File: config.mk
export PLATFORM = sky130hd
export DESIGN_NAME = column_scroller
export DESIGN_NICKNAME = d
export VERILOG_FILES = /design/src/rtl/led_pkg.sv /design/src/rtl/sync_fifo.sv /design/src/rtl/column_scroller.sv
export SDC_FILE = /design/constraint.sdc
export NUM_CORES = 1
export LEC_CHECK = 0
export CORE_UTILIZATION = 57
export DETAILED_ROUTE_END_ITERATION = 8
export PLACE_DENSITY = 0.81
export SYNTH_ARGS = -nofsm -noshare
export SYNTH_HDL_FRONTEND = slang
export SYNTH_HIERARCHICAL = 1
export SYNTH_SLANG_ARGS = --single-unit
File: constraint.sdc
create_clock -name clk12MHz -period 4.5 [get_ports clk12MHz]
set_input_delay 1.125 -clock clk12MHz [delete_from_list [all_inputs] [get_ports clk12MHz]]
set_output_delay 1.125 -clock clk12MHz [all_outputs]
set_load 0.1 [all_outputs]
File: src/rtl/led_pkg.sv
// Shared types and constants for the LED matrix feed path.
// Geometry, PWM width and the column scroller state encoding.
package led_pkg;

    localparam int COLS    = 4;
    localparam int ROWS    = 8;
    localparam int PWM_W   = 3;
    localparam int BLANK_W = 3;

    localparam logic [PWM_W-1:0]   PWM_MAX   = 3'd7;
    localparam logic [BLANK_W-1:0] BLANK_END = BLANK_W'(COLS);

    typedef logic [ROWS-1:0] col_t;

    typedef enum logic [1:0] {
        ST_IDLE,
        ST_SCROLL,
        ST_DRAIN
    } state_e;

endpackage

File: src/rtl/sync_fifo.sv
// Single-clock FIFO with registered level, full and empty flags.
// No write-to-read bypass: a pushed entry is poppable on the next cycle.
module sync_fifo #(
    parameter  int WIDTH = 8,
    parameter  int DEPTH = 8,
    localparam int AW    = $clog2(DEPTH),
    localparam int LVL_W = $clog2(DEPTH) + 1
) (
    input  logic             clk,
    input  logic             rst,
    input  logic             push,
    input  logic [WIDTH-1:0] wdata,
    input  logic             pop,
    output logic [WIDTH-1:0] rdata,
    output logic [LVL_W-1:0] level,
    output logic             full,
    output logic             empty
);

    logic [WIDTH-1:0] mem_q [DEPTH];
    logic [AW-1:0]    wr_ptr_q, wr_ptr_d;
    logic [AW-1:0]    rd_ptr_q, rd_ptr_d;
    logic [LVL_W-1:0] level_q, level_d;
    logic             full_q, full_d;
    logic             empty_q, empty_d;
    logic             do_push;
    logic             do_pop;

    always_comb begin
        do_push  = push && !full_q;
        do_pop   = pop && !empty_q;
        wr_ptr_d = do_push ? wr_ptr_q + 1'b1 : wr_ptr_q;
        rd_ptr_d = do_pop ? rd_ptr_q + 1'b1 : rd_ptr_q;
        level_d  = level_q;
        unique case ({do_push, do_pop})
            2'b10:   level_d = level_q + 1'b1;
            2'b01:   level_d = level_q - 1'b1;
            default: level_d = level_q;
        endcase
        full_d  = (level_d == LVL_W'(DEPTH));
        empty_d = (level_d == '0);
    end

    always_ff @(posedge clk) begin
        if (do_push) begin
            mem_q[wr_ptr_q] <= wdata;
        end
    end

    always_ff @(posedge clk) begin
        if (rst) begin
            wr_ptr_q <= '0;
            rd_ptr_q <= '0;
            level_q  <= '0;
            full_q   <= 1'b0;
            empty_q  <= 1'b1;
        end else begin
            wr_ptr_q <= wr_ptr_d;
            rd_ptr_q <= rd_ptr_d;
            level_q  <= level_d;
            full_q   <= full_d;
            empty_q  <= empty_d;
        end
    end

    assign rdata = mem_q[rd_ptr_q];
    assign level = level_q;
    assign full  = full_q;
    assign empty = empty_q;

endmodule

File: src/rtl/column_scroller.sv
// Feeds the 4x8 LED matrix driver: buffers incoming columns and
// scrolls them right-to-left, one column per TICK_DIV clocks.
module column_scroller
    import led_pkg::*;
#(
    parameter  int TICK_DIV   = 1200000,
    parameter  int FIFO_DEPTH = 8,
    localparam int LVL_W      = $clog2(FIFO_DEPTH) + 1
) (
    input  logic             clk12MHz,
    input  logic             reset,
    input  logic [7:0]       col_data,
    input  logic             col_valid,
    output logic             col_ready,
    input  logic             pause,
    input  logic [2:0]       brightness,
    output logic [7:0]       leds1,
    output logic [7:0]       leds2,
    output logic [7:0]       leds3,
    output logic [7:0]       leds4,
    output logic [2:0]       leds_pwm,
    output logic [LVL_W-1:0] fifo_level,
    output logic             underrun
);

    localparam int                CNT_W     = $clog2(TICK_DIV);
    localparam logic [CNT_W-1:0]  TICK_LAST = CNT_W'(TICK_DIV - 1);

    state_e             state_q, state_d;
    logic [CNT_W-1:0]   cnt_q, cnt_d;
    logic [BLANK_W-1:0] blank_q, blank_d;
    col_t               l1_q, l1_d;
    col_t               l2_q, l2_d;
    col_t               l3_q, l3_d;
    col_t               l4_q, l4_d;
    logic [PWM_W-1:0]   pwm_q, pwm_d;
    logic               underrun_q, underrun_d;

    logic               fifo_push;
    logic               fifo_pop;
    col_t               fifo_head;
    logic               fifo_full;
    logic               fifo_empty;
    logic               tick;
    logic               shift;

    assign fifo_push = col_valid && !fifo_full;

    sync_fifo #(
        .WIDTH (ROWS),
        .DEPTH (FIFO_DEPTH)
    ) u_fifo (
        .clk   (clk12MHz),
        .rst   (reset),
        .push  (fifo_push),
        .wdata (col_data),
        .pop   (fifo_pop),
        .rdata (fifo_head),
        .level (fifo_level),
        .full  (fifo_full),
        .empty (fifo_empty)
    );

    always_comb begin
        state_d    = state_q;
        cnt_d      = cnt_q;
        blank_d    = blank_q;
        l1_d       = l1_q;
        l2_d       = l2_q;
        l3_d       = l3_q;
        l4_d       = l4_q;
        pwm_d      = pwm_q;
        underrun_d = 1'b0;
        fifo_pop   = 1'b0;
        shift      = 1'b0;
        tick       = (cnt_q == TICK_LAST);

        unique case (state_q)
            ST_IDLE: begin
                cnt_d = '0;
                if (!fifo_empty && !pause) begin
                    fifo_pop = 1'b1;
                    shift    = 1'b1;
                    state_d  = ST_SCROLL;
                end
            end
            ST_SCROLL: begin
                if (!pause) begin
                    cnt_d = tick ? '0 : cnt_q + 1'b1;
                    if (tick) begin
                        shift = 1'b1;
                        if (!fifo_empty) begin
                            fifo_pop = 1'b1;
                        end else begin
                            underrun_d = 1'b1;
                            blank_d    = BLANK_W'(1);
                            state_d    = ST_DRAIN;
                        end
                    end
                end
            end
            ST_DRAIN: begin
                if (!pause) begin
                    cnt_d = tick ? '0 : cnt_q + 1'b1;
                    if (tick) begin
                        shift = 1'b1;
                        if (!fifo_empty) begin
                            fifo_pop = 1'b1;
                            blank_d  = '0;
                            state_d  = ST_SCROLL;
                        end else if (blank_q + 1'b1 == BLANK_END) begin
                            blank_d = '0;
                            state_d = ST_IDLE;
                        end else begin
                            blank_d = blank_q + 1'b1;
                        end
                    end
                end
            end
            default: begin
                state_d = ST_IDLE;
                cnt_d   = '0;
            end
        endcase

        // Brightness is latched only at column boundaries.
        if (shift) begin
            l1_d  = l2_q;
            l2_d  = l3_q;
            l3_d  = l4_q;
            l4_d  = fifo_pop ? fifo_head : '0;
            pwm_d = brightness;
        end
    end

    always_ff @(posedge clk12MHz) begin
        if (reset) begin
            state_q    <= ST_IDLE;
            cnt_q      <= '0;
            blank_q    <= '0;
            l1_q       <= '0;
            l2_q       <= '0;
            l3_q       <= '0;
            l4_q       <= '0;
            pwm_q      <= PWM_MAX;
            underrun_q <= 1'b0;
        end else begin
            state_q    <= state_d;
            cnt_q      <= cnt_d;
            blank_q    <= blank_d;
            l1_q       <= l1_d;
            l2_q       <= l2_d;
            l3_q       <= l3_d;
            l4_q       <= l4_d;
            pwm_q      <= pwm_d;
            underrun_q <= underrun_d;
        end
    end

    assign col_ready = !fifo_full;
    assign leds1     = l1_q;
    assign leds2     = l2_q;
    assign leds3     = l3_q;
    assign leds4     = l4_q;
    assign leds_pwm  = pwm_q;
    assign underrun  = underrun_q;

endmodule

==> impl_metrics.py, run 1 <==
metrics = {
    "floorplanning": {
        "io_pins": 56,
        "die-width_um": 103.1,
        "core-area_mm2": 0.009819,
        "initial_utilization": 0.5931,
        "fp.dieH_um": 103.1,
        "dieArea_mm2": 0.01063,
        "num_rows": 36,
    },
    "global_routing": {
        "grt_pass1_wl_um": 17910,
        "grt_use_total": 0.2332,
        "grt_pass1_vias": 3681,
        "grt_max_degree": 36,
        "overflow": 0,
        "antenna_found_initial": 0,
    },
    "flow_run": {
        "drv_cap": 0,
    },
    "detailed_routing": {
        "postRouteAntennaNets": 0,
        "vias_per_cell": 5.499,
        "drc": 0,
        "wirelength_um": 11330,
        "routedWlPerCell_um": 16.17,
        "vias": 3855,
        "first_pass_iters": 4,
        "drtIter0Drc": 120,
    },
    "critical_path": {
        "crit_path_max_incr_delay_ns": 0.56,
        "slowest_stage": "clkdlybuf4s50_1",
        "required_ns": 4.92,
        "path_cells": "clkdlybuf4s50_1, and4b_1, nand4_4, o31a_1, nor2_1, nand2b_2, clkinv_1, nand2_1, xnor2_1, ha_1, a21oi_1, a21boi_0, nor3_1, xnor2_1, nor4bb_1",
        "end_kind": "flop",
        "crit_fanout": 7,
        "startpoint_type": "primary input",
        "critPathKind": "primary input to flop",
        "arrival_ns": 4.34,
        "cpMostUsedCell": "xnor2_1",
    },
    "sta": {
        "final_max_slew_viol_count": 0,
        "final.setup.tns_ns": 0,
        "grt_setup_unrepaired": "false",
        "setup_ws_ns": 0.5804,
        "hold_ws_ns": 0.4500,
        "clock_skew_ns": 0.007015,
        "setup_viol": 0,
        "fmax_mhz": 255.1,
        "final_hold_viol_count": 0,
        "worst_slew_pin_slew_ns": 1.102,
        "min_period_ns": 3.920,
        "period_share": 0.8710,
        "maxSlewHeadroom": 0.2644,
    },
    "yosys": {
        "synth_edf_count": 64,
        "yosysSeqAreaShare": 0.5946,
        "postSynthCellCount": 497,
        "ys_seq_elements": 141,
        "netlist_area_mm2": 0.005824,
        "ys.flop_type": "dfxtp_1",
        "synth.distinct_cells": 58,
        "async_reset_ff_frac": 0,
        "yosys_warnings": 6,
        "postSynthAreaPerCell_um2": 11.72,
        "syn-num-nets": 524,
    },
    "cells_and_area": {
        "drive_gt1_frac": 0.1303,
        "area_growth_pct": 21.14,
        "mostFrequentLayoutCells": "79 x nand2_1, 77 x dfxtp_1, 64 x edfxtp_1",
        "n_antenna_cell": 0,
        "final_common_cell": "nand2_1",
        "nets": 582,
    },
    "run_status": {
        "status": "finished, final reports clean",
    },
    "cts": {
        "cts_made_buffers": 17,
        "clock_latency_ns": 0.53,
        "postCtsSetupRepairBufs": 0,
        "cts.sinks": 141,
        "ctsHoldBuffers": 0,
        "cts_root_buf": "clkbuf_8",
        "path_clk_slew_ns": 0.06,
        "cts_resized": 0,
        "cts_tree": "yes",
        "htree_levels": 4,
        "clock_path_buffers": 2,
    },
    "power": {
        "seq_power_share": 0.465,
        "p_sw_frac": 0.2187,
        "irDropWorstVdd_mv": 0.3594,
        "comb_power_share": 0.066,
        "cellLeakagePower_uw": 0.002325,
        "p_int_uw": 2329,
        "pwr-share-clk": 0.469,
        "switchingPower_uw": 651.9,
        "power_density_mw_per_mm2": 422.5,
    },
    "placed_design": {
        "dp_hpwl_um": 7349,
        "post-place-ws_ns": 0.1337,
        "io_buffer_count": 55,
        "gp_congestion": 0.8223,
    },
    "worst_hold_path": {
        "hold_class": "flop to flop",
    },
}
metrics by stage:
stage,cell area [um^2],power (uW),utilization,cells
floorplan,5824,1553,-,497
global placement,6461,1603,0.6580,669
detailed placement,6461,1608,0.6580,669
CTS,7056,3003,0.7185,701
global route,7056,3081,0.7185,701
finish,7056,2981,0.7185,701
sequential cells by signal, summed over array words and instances, names as in the netlist, named ones only:
name / cells
u_fifo/empty: 1
blank_q: 3
leds4: 8
u_fifo/wr_ptr_q: 3
u_fifo/mem_q: 64
u_fifo/rd_ptr_q: 3
state_q: 2
cnt_q: 21
underrun: 1
leds_pwm: 3
u_fifo/level: 4
u_fifo/full: 1
leds3: 8
leds1: 8
leds2: 8
critical path: cells and delay by family:
family / cells / cell delay [ns]
XOR/XNOR: 2 / 0.37
AND/OR/NAND/NOR: 7 / 1.23
AO/OA/AOI/OAI: 3 / 0.73
buffers and inverters: 2 / 0.70
adder cells (fa/ha/maj): 1 / 0.19
cell type report:
cell class,instances,area [um^2]
sequential,141,3463
clock inverter,12,168.9
fill,685,2764
multi-input combinational,319,2170
tap,133,166.4
timing repair buffer,65,620.6
inverter,11,41.29
clock buffer,20,425.4
layer usage:
layer,routed length [um],GRT usage,vias to the layer above
met2,5634,0.3785,137
li1,-,-,1875
met1,4872,0.2831,1831
met5,0,0,-
met4,138,0.09967,0
met3,687,0.08271,12
path summary, 6_finish.rpt:
check / to / depth (start not counted) / slack, ns / start
setup reg to reg: u_fifo/full / 15 / 1.31 / cnt_q[0]
hold / removal: leds1[6] / 2 / 0.45 / leds1[6]
hold reg to reg: leds1[6] / 2 / 0.45 / leds1[6]
setup / recovery: u_fifo/full / 15 / 0.58 / pause
power by group through the flow:
| stage | registers, uW | clock network (uW) | logic, uW |
|---|---|---|---|
| 6_report | 1390 | 1400 | 197 |
| 5_1_grt | 1390 | 1480 | 212 |
| 4_1_cts | 1390 | 1420 | 197 |
| 3_5_place_dp | 1410 | 0 | 195 |
| 3_3_place_gp | 1410 | 0 | 191 |
| 2_1_floorplan | 1450 | 0 | 105 |
cell families after synthesis:
group	Yosys count	synth area share
compound gates	54	0.05736
xor+xnor	27	0.04060
fa+ha+maj	12	0.02578
buf+inv	37	0.03287
flops	141	0.5946
mux	29	0.08615
simple gates	197	0.1626
Yosys cell counts, drive strengths merged (3+ instances only):
cell,n,area share
mux2,9,0.017
nor4,4,0.0043
nand3b,3,0.0039
nor3,16,0.015
edfxtp,64,0.33
nand2b,7,0.0079
xnor2,14,0.021
nor2,47,0.030
xor2,13,0.020
clkbuf,10,0.0064
and2,3,0.0032
inv,9,0.0058
nand4,3,0.0058
mux2i,4,0.0069
dfxtp,77,0.26
ha,12,0.026
nand3,15,0.013
mux4,16,0.062
buf,16,0.019
o21ai,3,0.0026
nand2,79,0.051
nor3b,4,0.0052
a21oi,37,0.032
(Power assumes the default switching activity.)
==> run 2: changes to the inputs <==
Settings changed: SLEW_MARGIN set to 20.
==> run 2 against run 1 <==
  * Hold slack barely moved
  * Die area did not move
  * Clock power barely moved
  * Global-route usage did not move
  * Combinational power barely moved
  * Design area barely moved
  * Setup slack got worse by 0.0043 ns
  * Critical path type unchanged
==> impl_metrics.py, run 2 (synthesis gave the netlist of run 1 again) <==
metrics = {
    "run_status": {
        "status": "finished, final reports clean",
    },
    "sta": {
        "setup_ws_ns": 0.5761,
        "grt_setup_unrepaired": "false",
        "worst_slew_pin_slew_ns": 0.9977,
        "fmax_mhz": 254.9,
        "min_period_ns": 3.924,
        "hold_ws_ns": 0.4500,
        "clock_skew_ns": 0.007471,
        "period_share": 0.8720,
        "maxSlewHeadroom": 0.3328,
        "final_hold_viol_count": 0,
        "final_max_slew_viol_count": 0,
        "setup_viol": 0,
        "final.setup.tns_ns": 0,
    },
    "critical_path": {
        "arrival_ns": 4.35,
        "crit_fanout": 7,
        "end_kind": "flop",
        "required_ns": 4.92,
        "r2r_slack_ns": 1.30,
        "critPathKind": "primary input to flop",
        "startpoint_type": "primary input",
    },
    "global_routing": {
        "grt_pass1_vias": 3681,
        "antenna_found_initial": 0,
        "grt_pass1_wl_um": 17910,
        "overflow": 0,
        "grt_use_total": 0.2332,
        "grt_max_degree": 36,
    },
    "cts": {
        "clock_latency_ns": 0.53,
        "cts_resized": 0,
        "cts_root_buf": "clkbuf_8",
        "clock_path_buffers": 2,
        "cts_made_buffers": 17,
        "htree_levels": 4,
        "cts_tree": "yes",
        "ctsHoldBuffers": 0,
        "path_clk_slew_ns": 0.06,
        "postCtsSetupRepairBufs": 0,
        "cts.sinks": 141,
    },
    "cells_and_area": {
        "largest_reg_flops": 64,
        "n_antenna_cell": 0,
        "fillCellCount": 684,
        "drive_gt1_frac": 0.1320,
        "postLayoutCoreUtil": 0.7187,
        "top_regs": "u_fifo/mem_q x64, cnt_q x21",
        "area_growth_pct": 21.16,
        "multiInputGateArea_mm2": 0.002170,
        "nets": 582,
        "top_register": "u_fifo/mem_q",
        "final_common_cell": "nand2_1",
        "mostFrequentLayoutCells": "79 x nand2_1, 76 x dfxtp_1, 64 x edfxtp_1",
        "seq_area_mm2": 0.003465,
    },
    "power": {
        "switchingPower_uw": 652.3,
        "cellLeakagePower_uw": 0.002325,
        "p_sw_frac": 0.2188,
        "pwr-share-clk": 0.469,
        "power_density_mw_per_mm2": 422.5,
        "seq_power_share": 0.465,
        "irDropWorstVdd_mv": 0.3595,
        "comb_power_share": 0.066,
        "p_total_uw": 2982,
        "p_int_uw": 2329,
    },
    "detailed_routing": {
        "routedWlPerCell_um": 16.20,
        "drc": 0,
        "vias_per_cell": 5.491,
        "drtIter0Drc": 122,
        "postRouteAntennaNets": 0,
        "first_pass_iters": 4,
        "wirelength_um": 11360,
        "vias": 3849,
    },
    "worst_hold_path": {
        "hold_class": "flop to flop",
    },
    "floorplanning": {
        "io_pins": 56,
        "num_rows": 36,
        "die-width_um": 103.1,
        "dieArea_mm2": 0.01063,
        "core-area_mm2": 0.009819,
        "fp.dieH_um": 103.1,
        "initial_utilization": 0.5931,
    },
    "flow_run": {
        "drv_cap": 0,
    },
    "placed_design": {
        "gp_congestion": 0.8223,
        "dp_hpwl_um": 7349,
        "post-place-ws_ns": 0.1337,
        "io_buffer_count": 55,
    },
}
run 2: power groups by stage:
stage / Sequential (uW) / Clock (uW) / Combinational [uW]
2_1_floorplan: 1450 / 0 / 105
3_3_place_gp: 1410 / 0 / 191
3_5_place_dp: 1410 / 0 / 195
4_1_cts: 1390 / 1420 / 197
5_1_grt: 1390 / 1480 / 212
6_report: 1390 / 1400 / 197
run 2: per-layer routing:
metal	routed length, um	part of all wire	global-route usage	vias to the layer above
met1	4880	0.43	0.2831	1827
li1	-	-	-	1875
met3	682	0.060	0.08271	12
met2	5656	0.50	0.3785	135
met5	0	0	0	-
met4	138	0.012	0.09967	0
run 2: worst max-delay path: stages:
cell	delay, ns
clkdlybuf4s50_1	0.56
and4b_1	0.40
nand4_4	0.17
o31a_1	0.36
nor2_1	0.12
nand2b_2	0.11
clkinv_1	0.15
nand2_1	0.08
xnor2_1	0.13
ha_1	0.19
a21oi_1	0.15
a21boi_0	0.22
nor3_1	0.09
xnor2_1	0.24
nor4bb_1	0.26
run 2: final timing paths:
kind,endpoint,startpoint,cells past startpoint
hold reg to reg,leds1[6],leds1[6],2
hold / removal,leds1[6],leds1[6],2
setup / recovery,u_fifo/full,pause,15
setup reg to reg,u_fifo/full,cnt_q[0],15
run 2: cell type report:
cell class,instances,area share
multi-input combinational,319,0.3074
tap,133,0.02358
timing repair buffer,65,0.08794
clock buffer,20,0.06028
inverter,11,0.005851
clock inverter,12,0.02394
sequential,141,0.4910
run 2: per-stage QoR:
step | std cells | area (um^2)
2_1_floorplan | 497 | 5824
3_3_place_gp | 669 | 6461
3_5_place_dp | 669 | 6461
4_1_cts | 701 | 7056
5_1_grt | 701 | 7057
6_report | 701 | 7057
